File: config.mk
export PLATFORM = sky130hd
export DESIGN_NAME = dea_frame_cipher
export DESIGN_NICKNAME = d
export VERILOG_FILES = /design/src/rtl/dea_pkg.sv /design/src/rtl/byte_cipher.sv /design/src/rtl/dea_frame_cipher.sv
export SDC_FILE = /design/constraint.sdc
export NUM_CORES = 2
export LEC_CHECK = 0
export CAP_MARGIN = 20
export CORE_MARGIN = 3
export CORE_UTILIZATION = 47
export DETAILED_ROUTE_END_ITERATION = 8
export PLACE_DENSITY = 0.58
export SETUP_SLACK_MARGIN = 0.5
export SLEW_MARGIN = 20
export SYNTH_ARGS = -nofsm -noshare
export SYNTH_HDL_FRONTEND = slang
export SYNTH_SLANG_ARGS = --single-unit
File: constraint.sdc
create_clock -name Clk_100M -period 11.6 [get_ports Clk_100M]
set_input_delay 2.9 -clock Clk_100M [delete_from_list [all_inputs] [get_ports Clk_100M]]
set_output_delay 2.9 -clock Clk_100M [all_outputs]
set_load 0.1 [all_outputs]
File: src/rtl/dea_pkg.sv
// Shared types, constants and helpers for the DEA frame cipher and any
// other block that needs the same byte transform.
package dea_pkg;

  typedef enum logic [2:0] {
    IDLE    = 3'd0,
    RX_DATA = 3'd1,
    RX_KLEN = 3'd2,
    RX_KEY  = 3'd3,
    CIPHER  = 3'd4,
    TX      = 3'd5
  } stateT;

  typedef enum logic [1:0] {
    TX_LOAD  = 2'd0,
    TX_HOLD  = 2'd1,
    TX_DRAIN = 2'd2
  } txPhaseT;

  localparam logic MODE_ENC = 1'b0;
  localparam logic MODE_DEC = 1'b1;

  localparam int DEF_MAX_DATA = 100;
  localparam int DEF_MAX_KEY  = 8;

  // Counter width able to hold 0..depth inclusive.
  function automatic int cntWidth(input int depth);
    return $clog2(depth + 1);
  endfunction

  function automatic logic [7:0] rotl8(input logic [7:0] v, input logic [2:0] s);
    logic [15:0] dbl;
    dbl = {v, v} << s;
    return dbl[15:8];
  endfunction

  function automatic logic [7:0] rotr8(input logic [7:0] v, input logic [2:0] s);
    logic [15:0] dbl;
    dbl = {v, v} >> s;
    return dbl[7:0];
  endfunction

endpackage

File: src/rtl/byte_cipher.sv
// Combinational single-byte transform; encrypt and decrypt are exact inverses
// for the same key byte.
module byte_cipher
  import dea_pkg::*;
(
  input  logic [7:0] data,
  input  logic [7:0] key,
  input  logic       mode,
  output logic [7:0] result
);

  // Select the transform direction
  always_comb begin
    result = 8'h00;
    case (mode)
      MODE_ENC: result = rotl8(data ^ key, key[2:0]);
      MODE_DEC: result = rotr8(data, key[2:0]) ^ key;
      default:  result = 8'h00;
    endcase
  end

endmodule

File: src/rtl/dea_frame_cipher.sv
// Frame-level cipher controller: receives N + data + K + key over the UART
// handshake, ciphers the frame with a repeating key and sends the result back.
module dea_frame_cipher
  import dea_pkg::*;
#(
  parameter int MAX_DATA = DEF_MAX_DATA,
  parameter int MAX_KEY  = DEF_MAX_KEY
) (
  input  logic        Clk_100M,
  input  logic        Reset,
  input  logic        Mode,
  input  logic [7:0]  Rx_Data,
  input  logic        Rx_Ready,
  output logic        Rx_Ack,
  output logic [7:0]  Tx_Data,
  output logic        Tx_Send,
  input  logic        Tx_Busy,
  input  logic        prev_pulse,
  input  logic        next_pulse,
  output logic [15:0] LEDs,
  output logic        busy,
  output logic        frame_err,
  output logic        overrun
);

  localparam int CNT_W  = cntWidth(MAX_DATA);
  localparam int KCNT_W = cntWidth(MAX_KEY);
  localparam logic [7:0]        MAX_DATA_B = 8'(MAX_DATA);
  localparam logic [7:0]        MAX_KEY_B  = 8'(MAX_KEY);
  localparam logic [CNT_W-1:0]  CNT_ZERO   = CNT_W'(0);
  localparam logic [CNT_W-1:0]  CNT_ONE    = CNT_W'(1);
  localparam logic [KCNT_W-1:0] KCNT_ZERO  = KCNT_W'(0);
  localparam logic [KCNT_W-1:0] KCNT_ONE   = KCNT_W'(1);

  stateT   state, stateNext;
  txPhaseT txPhase;
  logic [CNT_W-1:0]  nLen, idx, sel, nLast;
  logic [KCNT_W-1:0] kLen, kIdx, kLast;
  logic              modeR;
  logic              rxTake, nOk, kOk;
  logic [7:0]        cipherOut;

  // Buffers are sized to the full counter range so every index is in bounds.
  logic [7:0] dataMem [0:(2**CNT_W)-1];
  logic [7:0] resMem  [0:(2**CNT_W)-1];
  logic [7:0] keyMem  [0:(2**KCNT_W)-1];

  assign rxTake = Rx_Ready & ~Rx_Ack;
  assign nOk    = (Rx_Data != 8'h00) && (Rx_Data <= MAX_DATA_B);
  assign kOk    = (Rx_Data != 8'h00) && (Rx_Data <= MAX_KEY_B);
  assign nLast  = nLen - CNT_ONE;
  assign kLast  = kLen - KCNT_ONE;
  assign LEDs   = {resMem[sel], dataMem[sel]};

  byte_cipher uCipher (
    .data   (dataMem[idx]),
    .key    (keyMem[kIdx]),
    .mode   (modeR),
    .result (cipherOut)
  );

  // State register
  always_ff @(posedge Clk_100M) begin
    if (Reset) state <= IDLE;
    else       state <= stateNext;
  end

  // Next-state decode
  always_comb begin
    stateNext = state;
    case (state)
      IDLE:    if (rxTake && nOk) stateNext = RX_DATA; else stateNext = IDLE;
      RX_DATA: if (rxTake && idx == nLast) stateNext = RX_KLEN; else stateNext = RX_DATA;
      RX_KLEN: if (rxTake) stateNext = kOk ? RX_KEY : IDLE; else stateNext = RX_KLEN;
      RX_KEY:  if (rxTake && kIdx == kLast) stateNext = CIPHER; else stateNext = RX_KEY;
      CIPHER:  if (idx == nLast) stateNext = TX; else stateNext = CIPHER;
      TX:      if (txPhase == TX_DRAIN && !Tx_Busy && idx == nLast) stateNext = IDLE;
               else stateNext = TX;
      default: stateNext = IDLE;
    endcase
  end

  // Handshakes, counters, flags and sender control
  always_ff @(posedge Clk_100M) begin
    if (Reset) begin
      Rx_Ack <= 1'b0; Tx_Send <= 1'b0; Tx_Data <= 8'h00; busy <= 1'b0;
      frame_err <= 1'b0; overrun <= 1'b0; modeR <= MODE_ENC;
      nLen <= CNT_ZERO; idx <= CNT_ZERO; kLen <= KCNT_ZERO; kIdx <= KCNT_ZERO;
      txPhase <= TX_LOAD;
    end else begin
      if (rxTake)         Rx_Ack <= 1'b1;
      else if (!Rx_Ready) Rx_Ack <= 1'b0;
      busy <= (stateNext != IDLE);
      case (state)
        IDLE: if (rxTake) begin
          if (nOk) begin
            nLen <= CNT_W'(Rx_Data); modeR <= Mode; frame_err <= 1'b0; idx <= CNT_ZERO;
          end else frame_err <= 1'b1;
        end
        RX_DATA: if (rxTake) idx <= (idx == nLast) ? CNT_ZERO : idx + CNT_ONE;
        RX_KLEN: if (rxTake) begin
          if (kOk) begin kLen <= KCNT_W'(Rx_Data); kIdx <= KCNT_ZERO; end
          else frame_err <= 1'b1;
        end
        RX_KEY: if (rxTake) kIdx <= (kIdx == kLast) ? KCNT_ZERO : kIdx + KCNT_ONE;
        CIPHER: begin
          if (rxTake) overrun <= 1'b1;
          idx     <= (idx == nLast) ? CNT_ZERO : idx + CNT_ONE;
          kIdx    <= (kIdx == kLast) ? KCNT_ZERO : kIdx + KCNT_ONE;
          txPhase <= TX_LOAD;
        end
        TX: begin
          if (rxTake) overrun <= 1'b1;
          case (txPhase)
            TX_LOAD:  if (!Tx_Busy) begin
              Tx_Data <= resMem[idx]; Tx_Send <= 1'b1; txPhase <= TX_HOLD;
            end
            TX_HOLD:  if (Tx_Busy) begin Tx_Send <= 1'b0; txPhase <= TX_DRAIN; end
            TX_DRAIN: if (!Tx_Busy) begin
              txPhase <= TX_LOAD; idx <= (idx == nLast) ? CNT_ZERO : idx + CNT_ONE;
            end
            default:  txPhase <= TX_LOAD;
          endcase
        end
        default: ;
      endcase
    end
  end

  // Display selector; a new frame length restarts browsing at byte 0
  always_ff @(posedge Clk_100M) begin
    if (Reset) sel <= CNT_ZERO;
    else if (state == IDLE && rxTake && nOk) sel <= CNT_ZERO;
    else if (nLen != CNT_ZERO && next_pulse && !prev_pulse)
      sel <= (sel == nLast) ? CNT_ZERO : sel + CNT_ONE;
    else if (nLen != CNT_ZERO && prev_pulse && !next_pulse)
      sel <= (sel == CNT_ZERO) ? nLast : sel - CNT_ONE;
    else sel <= sel;
  end

  // Buffer writes; contents deliberately survive Reset
  always_ff @(posedge Clk_100M) begin
    if (!Reset && state == RX_DATA && rxTake) dataMem[idx] <= Rx_Data;
    if (!Reset && state == RX_KEY && rxTake)  keyMem[kIdx] <= Rx_Data;
    if (!Reset && state == CIPHER)            resMem[idx]  <= cipherOut;
  end

endmodule

== After elaboration in Yosys (flattened, before gate mapping) ==
Memories as Yosys holds them, arrays and structs flattened. A register that Yosys moved wholly into a read port is not among the register bits.
Index checks and enable logic that the tools add are counted.

* Memories: 3
* Register bits after elaboration: 40
* Bits of input ports: 15
* Memory bits (writable): 2,176
* Output and inout port bits: 29

{| class="wikitable"
|+ Memory list
! memory !! depth !! bits a word !! read ports !! clocked after Yosys merged registers in !! wr ports !! line !! RTL
|-
| dataMem || 128 || 8 || 2 || 2 || 1 || dea_frame_cipher.sv:44 || <nowiki>logic [7:0] dataMem [0:(2**CNT_W)-1];</nowiki>
|-
| resMem || 128 || 8 || 2 || 2 || 1 || dea_frame_cipher.sv:45 || <nowiki>logic [7:0] resMem [0:(2**CNT_W)-1];</nowiki>
|-
| keyMem || 16 || 8 || 1 || 1 || 1 || dea_frame_cipher.sv:46 || <nowiki>logic [7:0] keyMem [0:(2**KCNT_W)-1];</nowiki>
|}

* $add $sub $neg: 6
* Reductions and logical operators: 45
* Equal/unequal tests: 25
* Bitwise operators: 6
* Mux-type cells: 54
* Shifts and indexed selects: 2
* Order comparisons: 2

{| class="wikitable"
|+ Operators with widths
! kind !! count
|-
| 2-to-1 mux 7 bit || 16
|-
| one-hot mux 7 bit (4 select lines) || 1
|-
| 2-to-1 mux 4 bit || 6
|-
| != test 2 bit (second input constant) || 11
|-
| logical AND 1 bit || 18
|-
| one-hot mux 3 bit (6 select lines) || 1
|-
| 2-to-1 mux 1 bit || 16
|-
| one-hot mux 8 bit (2 select lines) || 1
|-
| AND reduction 4 bit || 4
|-
| << shifter 16 x 3 -> 16 bit || 1
|-
| >> shifter 16 x 3 -> 8 bit || 1
|-
| XOR 8 bit || 2
|-
| adder 7 x 1 -> 7 bit (second input constant) || 2
|-
| equality test 7 bit || 2
|-
| subtractor 7 x 1 -> 7 bit (second input constant) || 2
|-
| 2-to-1 mux 2 bit || 6
|-
| one-hot mux 4 bit (3 select lines) || 1
|-
| != test 3 bit (second input constant) || 3
|-
| AND reduction 3 bit || 3
|-
| less-or-equal comparator 8 x 4 -> 1 bit (second input constant) || 1
|-
| less-or-equal comparator 8 x 7 -> 1 bit (second input constant) || 1
|-
| nonzero test 2 bit || 4
|-
| nonzero test 8 bit || 1
|-
| logical NOT 7 bit || 1
|-
| 24 further kinds || 35
|}

== Logic depth before layout (Yosys ltp) ==
* Depth in word-level cells: 8
* Depth in mapped cells: 16
* Mapped depth without buffers: 12

== Cells and area by module ==
Synthesis repeated with hierarchy kept, for this count alone.

* Cell total of the unflattened synthesis: 5,628
* Area, all modules: 104,973.2 sq um

{| class="wikitable"
|+ Modules (own cells, without submodules)
! module !! area each (sq um) !! instances !! seq. area each (sq um) !! cells each
|-
| dea_frame_cipher || 104,133.6 || 1 || 66,663.9 || 5,559
|-
| byte_cipher || 839.6 || 1 || 0.0 || 69
|}

== Worst setup path before layout ==
OpenSTA, ideal clock, no wires.

* Path kind: reg-to-reg
* Start point: register (tool-made name)
* End point: memory resMem[0][1] (data pin)
* Cell stages (with the launch flop): 15
* Period minus slack after synthesis: 9,460 ps
* Path buffers: 4
* Arrival time: 8,140 ps
* Required time: 10,281 ps
* Path slack: 2,140 ps
* Path through: dfxtp_1 -> buf_6 -> buf_6 -> buf_6 -> buf_2 -> mux4_2 -> o22ai_1 -> o21ai_0 -> a22oi_1 -> nand3_2 -> xnor2_2 -> mux2i_1 -> nor2_1 -> or2_0 -> a311oi_1

{| class="wikitable"
|+ RTL lines
! element !! line
|-
| end: declaration || dea_frame_cipher.sv:45
|}

==> implementation parameters <==
Parameter                              Value

Logic synthesis
  Register bit count reported by yosys    ~2,200
  Share of cell area taken by muxes after synthesis    21.96%
  Main synth FF type    edfxtp_1
  Post-synthesis cell area    slightly above 100,000 um2
  Area share of xor/xnor cells in the synthesized design    0.3814%
  Count of cell types in the netlist    93
  Post-synthesis area per instance    18.34 um2
  EDFF count, synth    2,176
  Synth area leaders    edfxtp_1 (64%), mux4_2 (20%), a22oi_1 (2.6%)
  Seq/Total Area, Yosys    64.92%
  Count of yosys warnings during synthesis    0
  Net count after synthesis    5,626
  Synth Area in Compound Gates    under 10%
  Number of instances in the synthesized netlist    about 5,600
  Arithmetic-cell share of the synthesized area counting full adders, half adders and majority gates    0.1340%
  Leading area contributor after synthesis    edfxtp_1
  Share of the synthesized area in the top cell type    63.64%
  Main combinational cell family by area after synthesis    multiplexers
  FFs w/ async S/R, synth    0%
  Simple-gate portion of the synthesized area    3.484%
  Most frequent cells after synthesis    edfxtp_1 (2,176), mux4_2 (917), nor2_1 (383)
  Leading cell type by number of instances after synthesis    edfxtp_1

Power and ir drop
  Worst ir drop on vdd    0.1723 mV
  Proportion of power drawn by combinational gates    under 10%
  Total power per unit cell area    159.7 nW/um2
  Clock power share    41.6%
  Lkg Pwr    33.55 nW
  Switch Pwr    between 4 and 5 mW
  Switching power share of the total    23.33%
  Sequential Power Share    48.9%
  Internal Dissipation    14.00 mW
  Power consumption    around 18 mW

GRT
  Pin count of the biggest net entering global routing    144
  Remaining global-route overflow    0
  Antenna violations before repair    13
  Global-route wire length before repair    about 470,000 um
  Vias in the first global route    60,700
  Total GRT Usage    30.03%

Layout
  Utilization of the core after routing    between 50 and 60%
  Final-layout fill cell count    16,900
  Multi-input gate area in the final layout    roughly 34,000 um2
  Net total in the final layout    5,650
  Layout overhead on the synthesized area    11.35%
  Fraction of layout cells with a size suffix above 1    27.79%
  Post-route cell area    114,300 um2
  Area occupied by registers    66,710 um2

Die
  Vert. Die Dim    473.4 um
  Chip width    473.4 um
  Total I/O pin count    44
  Core Area    about 220,000 um2
  Std-Cell Rows    170
  Effective utilization at floorplan    47.56%
  Die area    224,100 um2

Worst setup path
  Sort of element at the start of the critical path    register
  Highest fanout seen on the critical path    143
  Crit path to    LEDs[6]
  Worst setup path category    reg -> out
  Required time reported for the critical path endpoint    8.70 ns
  Worst reg-to-reg setup slack    approximately 4.3 ns
  Number of cells on the worst reg-to-reg path    13
  Worst reg2reg endpoint    resMem[118][4]
  Arrival time of data at the critical path endpoint    5.81 ns
  Element type at the critical path end    output pin

Clocking
  Total CTS buffers    about 230
  Post-CTS clock slew at the launch and capture registers of the worst setup and hold paths    0.06 ns
  Longest Clk Path Bufs    3
  Number of clock sinks    2,242
  Count of buffers added by post-CTS timing repair for setup    0
  CTS H-Tree Depth    4
  Count of hold buffers inserted by post-cts repair    0
  Clock tree root driver cell    clkbuf_16
  Clock insertion delay at the later pin of the skew report    0.88 ns
  Gates resized, CTS repair    0
  CTS tree    yes

STA
  Worst hold-check slack    just under 0.5 ns
  Actual slew at the worst max-slew pin    1.241 ns
  Final Hold Fails    0
  Final worst path period share    between 70 and 80%
  Number of failing setup endpoints in the final timing report    0
  RSZ-0062 raised after global routing    false
  Final period demand of the worst path    approximately 8.7 ns
  Fmax    between 100 and 150 MHz
  Max Clock Skew    0.02537 ns
  Sum Neg Setup Slack    0 ns
  Worst relative slew slack    between 10% and 20%
  Total count of max-transition violations in the final report    0

Detailed routing
  Count of TritonRoute iterations in the first routing pass    6
  Drt initial violations    between 9,000 and 10,000
  Detailed Route WL    339,000 um
  Remaining design rule violation count    0
  Post-DRT Antenna Nets    0
  Detailed-route via count    61,780
  Mean number of vias per cell    7.131
  Routed length per placed instance    39.13 um

Placement
  Number of buffers inserted by port buffering    43
  HPWL after detailed placement    206,600 um
  Instance area at placement    106,600 um2
  Last weighted congestion value of the routability-driven placer    0.9113

Flow run
  Number of max-capacitance violations reported    0

Status
  Outcome    finished clean

Hold path
  Class of the tightest hold or removal check    reg -> reg
[per-stage QoR]
step | std cells | worst slack (ns)
CTS | 8656 | 2.809
finish | 8664 | 2.888
detailed placement | 8224 | 3.760
global route | 8661 | 2.700
global placement | 8223 | 3.790
floorplan | 5600 | 2.140
[registers in the layout, indices dropped and copies added (netlist names), 2 cells and up, named ones only]
signal	flops
txPhase	2
state	3
Tx_Data	8
sel	7
keyMem	128
nLen	7
resMem	1024
kIdx	4
idx	7
kLen	4
dataMem	1024
[metal layers]
metal,up-vias,track usage [%],share of wire [%]
met2,4069,47.00,47
met4,4,12.30,4.5
met5,-,0,0.0077
met3,713,6.129,10
li1,24150,-,-
met1,32840,41.46,38
[cell type report]
| type | instances | area share (%) |
|---|---|---|
| inverter | 30 | 0.09849 |
| clock inverter | 151 | 1.395 |
| clock buffer | 281 | 5.331 |
| antenna | 4 | 0.008754 |
| sequential | 2242 | 58.34 |
| tap | 2838 | 3.106 |
| timing repair buffer | 252 | 1.940 |
| multi-input combinational | 2866 | 29.78 |
[how the worst min path moves through the flow]
stage	from	end	slack [ns]	cells after the start
after floorplan	txPhase[1]	txPhase[1]	0.47	2
after global placement	overrun	overrun	0.47	2
after detailed placement	overrun	overrun	0.47	2
after CTS	overrun	overrun	0.48	2
after global routing	overrun	overrun	0.54	2
final	overrun	overrun	0.48	2
[kinds of logic after synthesis]
| kind of cell | Yosys count |
|---|---|
| XOR/XNOR | 43 |
| adder cells (fa/ha/maj) | 11 |
| AND/OR/NAND/NOR | 776 |
| AO/OA/AOI/OAI | 947 |
| flip-flops | 2242 |
| multiplexers | 1089 |
| buffers and inverters | 492 |
[cells in the final DEF (no fill, tap or decap), drive strengths merged, types with 26 or more instances in the layout]
master,Yosys,layout
edfxtp,2176,2176
mux4,924,924
nor2,384,384
a22oi,356,356
clkbuf,268,281
buf,194,218
mux2i,128,128
a22o,125,125
a221oi,117,117
nand2,115,115
clkinv,2,94
a31oi,81,81
dfxtp,66,66
o21ai,57,57
a21oi,56,56
nand4,55,55
nand3,44,44
inv,28,38
mux2,37,37
nor3,37,37
clkdlybuf4s50,0,34
nor4,34,34
o22ai,33,33
bufinv,0,31
o211ai,27,27
xnor2,26,26
[power by group through the flow]
| stage | Sequential [mW] | Clock, mW | Combinational (mW) |
|---|---|---|---|
| after CTS | 8.93 | 7.69 | 1.72 |
| after floorplan | 9.06 | 0 | 1.17 |
| after detailed placement | 9.10 | 0 | 1.72 |
| final | 8.93 | 7.61 | 1.73 |
| after global placement | 9.10 | 0 | 1.71 |
| after global routing | 8.93 | 8.02 | 1.78 |
[critical path, cell delays in order, from the launching register on]
cell and delay (ns):
dfxtp_4 1.00, buf_12 0.66, mux4_2 0.46, mux4_2 0.59, mux4_2 0.61, mux2_2 0.36, clkdlybuf4s50_1 0.99
No activity file was read; power rests on OpenSTA's default activity.
